### config.mk
export PLATFORM = sky130hd
export DESIGN_NAME = vga_pattern_ctrl
export DESIGN_NICKNAME = d
export VERILOG_FILES = /design/src/rtl/vga_pattern_ctrl.sv
export SDC_FILE = /design/constraint.sdc
export NUM_CORES = 1
export LEC_CHECK = 0
export CAP_MARGIN = 20
export CORE_MARGIN = 2
export CORE_UTILIZATION = 47
export CTS_CLUSTER_SIZE = 28
export DETAILED_ROUTE_END_ITERATION = 16
export DONT_BUFFER_PORTS = 1
export PLACE_DENSITY = 0.6
export SLEW_MARGIN = 5
export SYNTH_ARGS = -nofsm -noshare
export SYNTH_HDL_FRONTEND = slang
export SYNTH_SLANG_ARGS = --single-unit
export TNS_END_PERCENT = 50
### constraint.sdc
create_clock -name clk -period 3.8 [get_ports clk]
set_input_delay 0.57 -clock clk [delete_from_list [all_inputs] [get_ports clk]]
set_output_delay 0.57 -clock clk [all_outputs]
set_load 0.01 [all_outputs]
### src/rtl/vga_pattern_ctrl.sv
// Test-pattern sequencer for the 1920x1080 VGA path: selects one of NUM_PATTERNS
// patterns and fades between them one step per frame, triggered by timer or req/ack.
module vga_pattern_ctrl #(
    parameter int unsigned NUM_PATTERNS = 4,
    parameter int unsigned HOLD_FRAMES  = 120,
    parameter int unsigned HDATA_BEGIN  = 191,
    parameter int unsigned VDATA_BEGIN  = 40,
    parameter int unsigned BAR_W        = 240
) (
    input  logic        clk,
    input  logic        rst_n,
    input  logic [11:0] hcount,
    input  logic [11:0] vcount,
    input  logic        data_act,
    input  logic        frame_start,
    input  logic        mode_auto,
    input  logic        step_req,
    output logic        step_ack,
    output logic        busy,
    output logic [2:0]  pattern_sel,
    output logic [3:0]  red,
    output logic [3:0]  green,
    output logic [3:0]  blue
);

    localparam int unsigned HOLD_W = (HOLD_FRAMES > 1) ? $clog2(HOLD_FRAMES) : 1;

    typedef enum logic [1:0] {
        SHOW,
        FADE_OUT,
        SWITCH,
        FADE_IN
    } state_t;

    state_t            state_q, state_d;
    logic [2:0]        sel_q, sel_d;
    logic [4:0]        level_q, level_d;
    logic [HOLD_W-1:0] hold_q, hold_d;
    logic              trigger;
    logic [11:0]       rgb_q, rgb_d;

    always_ff @(posedge clk or negedge rst_n) begin
        if (!rst_n) begin
            state_q <= SHOW;
            sel_q   <= '0;
            level_q <= 5'd16;
            hold_q  <= '0;
            rgb_q   <= '0;
        end else begin
            state_q <= state_d;
            sel_q   <= sel_d;
            level_q <= level_d;
            hold_q  <= hold_d;
            rgb_q   <= rgb_d;
        end
    end

    // step_ack is combinational so the requester sees it on the accepting edge
    always_comb begin
        state_d  = state_q;
        sel_d    = sel_q;
        level_d  = level_q;
        hold_d   = hold_q;
        trigger  = 1'b0;
        step_ack = 1'b0;
        case (state_q)
            SHOW: begin
                trigger = step_req ||
                          (mode_auto && frame_start && (hold_q == HOLD_W'(HOLD_FRAMES - 1)));
                if (!mode_auto) begin
                    hold_d = '0;
                end else if (frame_start) begin
                    hold_d = hold_q + HOLD_W'(1);
                end
                if (trigger) begin
                    state_d  = FADE_OUT;
                    hold_d   = '0;
                    step_ack = step_req;
                end
            end
            FADE_OUT: begin
                if (frame_start) begin
                    level_d = level_q - 5'd1;
                    if (level_q == 5'd1) begin
                        state_d = SWITCH;
                    end
                end
            end
            SWITCH: begin
                if (frame_start) begin
                    sel_d   = (sel_q == 3'(NUM_PATTERNS - 1)) ? '0 : sel_q + 3'd1;
                    state_d = FADE_IN;
                end
            end
            FADE_IN: begin
                if (frame_start) begin
                    level_d = level_q + 5'd1;
                    if (level_q == 5'd15) begin
                        state_d = SHOW;
                        hold_d  = '0;
                    end
                end
            end
            default: state_d = SHOW;
        endcase
    end

    assign busy        = (state_q != SHOW);
    assign pattern_sel = sel_q;

    logic [11:0] x, y;
    logic [2:0]  bar;
    logic [11:0] c;
    logic        unused_y_bits;

    assign x             = hcount - 12'(HDATA_BEGIN);
    assign y             = vcount - 12'(VDATA_BEGIN);
    assign unused_y_bits = ^{y[11:10], y[5:0]};

    function automatic logic [3:0] fade(input logic [3:0] ch, input logic [4:0] lv);
        logic [8:0] p;
        p = {5'b0, ch} * {4'b0, lv};
        return 4'(p >> 4);
    endfunction

    always_comb begin
        bar = (x >= 12'(7 * BAR_W)) ? 3'd7 : 3'(x / 12'(BAR_W));
        c   = '0;
        case (sel_q)
            3'd0: begin
                case (bar)
                    3'd0:    c = 12'hFFF;
                    3'd1:    c = 12'h049;
                    3'd2:    c = 12'h22E;
                    3'd3:    c = 12'h83B;
                    3'd4:    c = 12'h444;
                    3'd5:    c = 12'h555;
                    3'd6:    c = 12'h620;
                    default: c = 12'h8F0;
                endcase
            end
            3'd1:    c = (x[6] ^ y[6]) ? 12'hFFF : 12'h000;
            3'd2:    c = {x[10:7], y[9:6], 4'h0};
            3'd3:    c = 12'h888;
            default: c = '0;
        endcase
        rgb_d = '0;
        if (data_act) begin
            rgb_d = {fade(c[11:8], level_q), fade(c[7:4], level_q), fade(c[3:0], level_q)};
        end
    end

    assign red   = rgb_q[11:8];
    assign green = rgb_q[7:4];
    assign blue  = rgb_q[3:0];

endmodule

==> flow_metrics.env, run 1 <==
export IMPL_critical_path_max_stage_delay_ns=0.51
export IMPL_cts_buffers=5
export IMPL_max_slew_worst_pin_slew_ns=0.659
export IMPL_clock_path_buffers=2
export IMPL_violations="setup timing"
export IMPL_nets=675
export IMPL_critPathMostFrequentCell="fa_1"
export IMPL_path_delay_family="adder cells"
export IMPL_worst_slack_ns=-1.07
export IMPL_min_period_ns=4.87
export IMPL_fp_dieArea_um2=9340
export IMPL_dp_cells=681
export IMPL_grt_pass1_wl_um=18800
export IMPL_cap_violations=0
export IMPL_synth_edff_count=0
export IMPL_setup_tns_ns=-11.51
export IMPL_fin_skew_ns=0.00258
export IMPL_coreArea_um2=8260
export IMPL_antenna_cells=0
export IMPL_grt_util_all_layers_pct=24.0
export IMPL_setup_viol=12
export IMPL_drive_gt1_share_pct=33.7
export IMPL_cts_root_buf="clkbuf_8"
export IMPL_path_cells="ha_4 > or4_1 > a211o_1 > and2_4 > nor3b_4 > buf_6 > o21ai_4 > buf_4 > o21a_2 > o221ai_2 > nand2_1 > fa_1 > fa_1 > inv_1 > ha_1 > and3_4 > o2111ai_4 > nand2_2 > a31oi_1 > mux2_2"
export IMPL_clock_sinks=29
export IMPL_seq_area_frac_synth_pct=18.0
export IMPL_synth_nets=587
export IMPL_synth_cells=501
export IMPL_overflow=0
export IMPL_area_growth_pct=34.5
export IMPL_max_slew_margin_pct=56.1
export IMPL_crit_path_start_kind="primary input"
export IMPL_worstPathArrival_ns=5.04
export IMPL_synthFlopType="dfrtp_1"
export IMPL_synth_cell_area_um2=4040
export IMPL_powerDensity_nw_per_um2=671
export IMPL_cp_buffers_inverters=3
export IMPL_die_width_um=96.7
export IMPL_cp_max_fo=5
export IMPL_synth_ff_latch_count=29
export IMPL_min_path_type="primary input to asynchronous set/reset pin"
export IMPL_crit_type="primary input to register"
export IMPL_hold_viol_final=0
export IMPL_antenna_found_initial=0
export IMPL_finalCritPeriodShare_pct=128
export IMPL_htree_levels=2
export IMPL_fmax_mhz=205
export IMPL_num_rows=33
export IMPL_routed_wirelength_um=11200
export IMPL_slowest_stage="fa_1"
export IMPL_gp_congestion=0.915
export IMPL_cp_required_ns=3.96
export IMPL_clk_latency_ns=0.28
export IMPL_drc=0
export IMPL_die_h_um=96.7
export IMPL_pin_count=47
export IMPL_wire_per_inst_um=16.1
export IMPL_clk_pin_slew_worst_paths_ns=0.06
export IMPL_vias=3978
export IMPL_start_util_pct=48.9
export IMPL_grt_max_degree=29
export IMPL_yosysWarnings=0
export IMPL_slew_violations=0
export IMPL_drt_iter0_drc=182
export IMPL_synth_cell_type_count=70
export IMPL_cts_tree="yes"
export IMPL_async_reset_ff_share_pct=100
export IMPL_p_leak_uw=0.00246
export IMPL_syn_area_per_cell_um2=8.05
export IMPL_num_fill_cells=718
export IMPL_vias_per_cell=5.72
export IMPL_outcome="finished, violations left"
export IMPL_rsz0062_at_grt="true"
export IMPL_ant_nets=0
export IMPL_grt_pass1_vias=4066
export IMPL_drtPass1Iterations=4
export IMPL_layoutNonFillerInstCount=695
export IMPL_dp_hpwl_um=8820
export IMPL_ir_drop_uv=461
export IMPL_io_buffers=0
export IMPL_worstSetupEndpointType="register"
## through the flow
stage | worst slack [ns] | utilization, % | total power (uW) | area, um^2 | hold slack [ns]
CTS | -1.04 | 64.0 | 3510 | 5280 | 0.104
floorplan | -1.19 | - | 2250 | 4320 | 0.274
detailed placement | -1.37 | 61.0 | 3080 | 5040 | 0.276
global placement | -1.34 | 61.0 | 3000 | 5040 | 0.276
global route | -1.27 | 65.7 | 3990 | 5430 | 0.0994
finish | -1.07 | 65.7 | 3640 | 5430 | 0.104
## where the power goes
part / switching, uW / total (uW) / internal, uW
clock network: 121 / 316 / 194
registers: 166 / 586 / 421
logic: 1420 / 2740 / 1320
total: 1710 / 3640 / 1930
## state kept, by name, summed over array words and instances (netlist names)
name,flops
hold_q,7
state_q,2
level_q,5
pattern_sel,3
rgb_q,12
## metal layers
layer | wire [um] | global-route usage [%] | share of wire, % | vias up
met5 | 0 | 0 | 0 | -
met1 | 5160 | 32.0 | 46 | 1924
met3 | 492 | 4.99 | 4.4 | 12
met2 | 5360 | 40.2 | 48 | 76
met4 | 144 | 5.63 | 1.3 | 0
li1 | - | - | - | 1966
## synthesized netlist by cell type, drive strengths merged (10+ instances only)
master / number / area (um^2)
nand2: 60 / 225
dfrtp: 28 / 701
nor2b: 10 / 62.6
nor3: 11 / 55.1
and2: 26 / 165
o21ai: 34 / 178
a31oi: 12 / 81.3
nand3: 20 / 100
xnor2: 13 / 114
a21oi: 26 / 130
ha: 41 / 513
nor2: 25 / 96.4
inv: 38 / 143
fa: 15 / 300
## logic make-up after synthesis
logic type	synth area share (%)
fa+ha+maj	20.2
flops	18.0
mux	2.11
simple gates	26.5
buf+inv	5.74
xor+xnor	4.78
compound gates	22.7
## final timing paths
kind,from,end,slack [ns],cells past startpoint
setup / recovery,hcount[1],rgb_q[7],-1.07,20
hold / removal,rst_n,rgb_q[8],0.10,1
max in group asynchronous,rst_n,level_q[0],3.52,1
hold reg to reg,hold_q[6],hold_q[6],0.48,1
min in group clk,frame_start,level_q[4],0.36,1
setup reg to reg,pattern_sel[0],rgb_q[7],-0.05,16
## cell usage in the layout (no fill, tap or decap), types with 8 or more instances in the layout
cell / Yosys / layout
a21oi_1: 26 / 15
a21oi_2: 0 / 8
a31oi_1: 11 / 10
and2_1: 25 / 22
buf_4: 0 / 93
dfrtp_1: 28 / 28
fa_1: 15 / 14
ha_1: 41 / 36
inv_1: 38 / 35
nand2_1: 60 / 57
nand3_1: 20 / 14
nor2_1: 24 / 19
nor2b_1: 10 / 9
nor3_1: 11 / 10
o21ai_0: 28 / 22
xnor2_1: 13 / 12
xor2_1: 9 / 9
## timing repair
action                                  CTS  global route
endpoints found under the setup margin   12            12
buffers inserted                          5             0
hold buffers                              1             0
pin swaps                                13            18
gates resized for setup                  21            23
hold endpoints to repair                 28             0
## final cells by class
cell class | count | area [um^2] | area share (%)
Multi-Input combinational cell | 416 | 3560 | 65.6
Timing Repair Buffer | 97 | 752 | 13.9
Sequential cell | 29 | 727 | 13.4
Inverter | 40 | 150 | 2.77
Tap cell | 105 | 131 | 2.42
Clock buffer | 6 | 72.6 | 1.34
Clock inverter | 2 | 35.0 | 0.645
No activity file was read; power rests on OpenSTA's default activity.
==> inputs of run 2 (changes only) <==
==> constraint.sdc (replaced) <==
create_clock -name clk -period 3.8 [get_ports clk]
set_input_delay 0.38 -clock clk [delete_from_list [all_inputs] [get_ports clk]]
set_output_delay 0.38 -clock clk [all_outputs]
set_load 0.01 [all_outputs]
==> flow_metrics.env, run 2 (synthesized netlist as in run 1, its figures left out) <==
export IMPL_io_buffers=0
export IMPL_pwr_share_clk_pct=8.8
export IMPL_grt_util_all_layers_pct=24.1
export IMPL_hold_viol_final=0
export IMPL_top_register="rgb_q"
export IMPL_fmax_mhz=214
export IMPL_vias=4034
export IMPL_cts_buffers=5
export IMPL_placed_area_um2=5020
export IMPL_die_width_um=96.7
export IMPL_reg_top3="rgb_q x12, hold_q x7, level_q x5"
export IMPL_vias_per_cell=5.76
export IMPL_power_uw=3710
export IMPL_powerDensity_nw_per_um2=670
export IMPL_p_int_uw=1970
export IMPL_coreArea_um2=8260
export IMPL_clock_sinks=29
export IMPL_setup_viol=12
export IMPL_die_h_um=96.7
export IMPL_clk_latency_ns=0.29
export IMPL_globalRouteMet3Util_pct=3.47
export IMPL_dp_cells=679
export IMPL_fin_area_um2=5550
export IMPL_worst_slack_ns=-0.867
export IMPL_min_path_type="primary input to register"
export IMPL_use_met1_pct=33.7
export IMPL_gp_congestion=0.914
export IMPL_htree_levels=2
export IMPL_drive_gt1_share_pct=37.1
export IMPL_drt_iter0_drc=190
export IMPL_drc=0
export IMPL_nets=680
export IMPL_p_leak_uw=0.00248
export IMPL_clock_path_buffers=2
export IMPL_dp_hpwl_um=8670
export IMPL_violations="setup timing"
export IMPL_comb_power_share_pct=75.5
export IMPL_num_rows=33
export IMPL_ant_nets=0
export IMPL_worstSetupEndpointType="register"
export IMPL_crit_path_start_kind="primary input"
export IMPL_ir_drop_uv=580
export IMPL_largest_reg_flops=12
export IMPL_drtPass1Iterations=5
export IMPL_max_slew_worst_pin_slew_ns=0.644
export IMPL_cts_root_buf="clkbuf_8"
export IMPL_cp_required_ns=3.98
export IMPL_final_common_cell="buf_4"
export IMPL_wire_per_inst_um=16.3
export IMPL_grt_pass1_wl_um=19000
export IMPL_max_slew_margin_pct=56.9
export IMPL_switching_share_pct=46.8
export IMPL_grt_pass1_vias=4044
export IMPL_routed_wirelength_um=11400
export IMPL_power_net_switching_uw=1740
export IMPL_overflow=0
export IMPL_clk_pin_slew_worst_paths_ns=0.07
export IMPL_cts_tree="yes"
export IMPL_top_usage_layer="met2"
export IMPL_rsz0062_at_grt="true"
export IMPL_worstPathArrival_ns=4.85
export IMPL_final_cell_mix="buf_4, nand2_1, ha_1"
export IMPL_crit_type="primary input to register"
export IMPL_min_period_ns=4.67
export IMPL_pin_count=47
export IMPL_finalCritPeriodShare_pct=123
export IMPL_antenna_found_initial=1
export IMPL_timing_hold_ws_ns=0.156
export IMPL_start_util_pct=48.9
export IMPL_grt_max_degree=30
export IMPL_outcome="finished, violations left"
export IMPL_antenna_cells=0
export IMPL_slew_violations=0
export IMPL_layoutNonFillerInstCount=700
export IMPL_power_frac_seq_pct=15.7
export IMPL_fin_skew_ns=0.00695
export IMPL_grt_use_met2_pct=40.1
export IMPL_cap_violations=0
export IMPL_cp_max_fo=5
export IMPL_fp_dieArea_um2=9340
export IMPL_area_growth_pct=37.4
-- run 2: cell count changes in the layout (fill, tap and decap cells not counted), moves of 3 or more --
cell     delta
nand2_1     -3
o21ai_1     -3
inv_2       +3
inv_1       -3
nand2_2     +3
-- run 2: power by group through the flow --
stage | clock network (uW) | logic (uW) | registers, uW
finish | 326 | 2800 | 583
floorplan | 0 | 1720 | 531
global route | 353 | 3120 | 599
CTS | 335 | 2590 | 582
detailed placement | 0 | 2470 | 585
global placement | 0 | 2400 | 583
-- run 2: area by class of cell --
class / count / area, um^2
multi-input combinational: 416 / 3630
fill: 697 / 2710
timing repair buffer: 102 / 800
sequential: 29 / 727
inverter: 40 / 150
tap: 105 / 131
clock buffer: 6 / 72.6
clock inverter: 2 / 35.0
-- run 2: through the flow --
| step | TNS, ns | setup slack, ns | util [%] |
|---|---|---|---|
| 2_1_floorplan | -10.26 | -0.996 | - |
| 3_3_place_gp | -12.86 | -1.15 | 60.8 |
| 3_5_place_dp | -13.19 | -1.20 | 60.8 |
| 4_1_cts | -9.03 | -0.862 | 64.2 |
| 5_1_grt | -11.83 | -1.09 | 67.2 |
| 6_report | -9.36 | -0.867 | 67.2 |
-- run 2: worst paths after layout --
check	from	end	slack, ns	depth (start not counted)
max in group asynchronous	rst_n	level_q[4]	3.03	2
min in group asynchronous	rst_n	rgb_q[10]	0.52	2
max	hcount[1]	rgb_q[7]	-0.87	21
min	frame_start	level_q[4]	0.16	1
min reg2reg	hold_q[6]	hold_q[6]	0.48	1
max reg2reg	pattern_sel[1]	rgb_q[7]	0.11	17
-- run 2: critical path, cell delays in order --
cell and delay [ns]:
ha_4 0.15, or4_1 0.46, a211o_1 0.31, and2_4 0.16, nor3b_4 0.26, buf_6 0.15, o21ai_4 0.10, buf_6 0.13
o21a_1 0.24, a21oi_4 0.16, o221ai_4 0.15, and2_4 0.16, fa_1 0.49, inv_1 0.05, fa_1 0.49, inv_2 0.05
ha_4 0.23, a21oi_4 0.16, nand2_2 0.08, a31oi_1 0.14, mux2_2 0.34
-- run 2: metal layers --
layer | part of all wire, % | routed length [um]
met5 | 0 | 0
met4 | 0.82 | 94
met3 | 5.0 | 567
met2 | 50 | 5670
met1 | 45 | 5120
-- run 2: timing repair --
action	4_1_cts	5_1_grt
hold buffers	2	0
endpoints found under the hold margin	29	0
buffers inserted	7	4
setup endpoints to repair	12	12
pin swaps	31	26
gates resized for setup	19	43
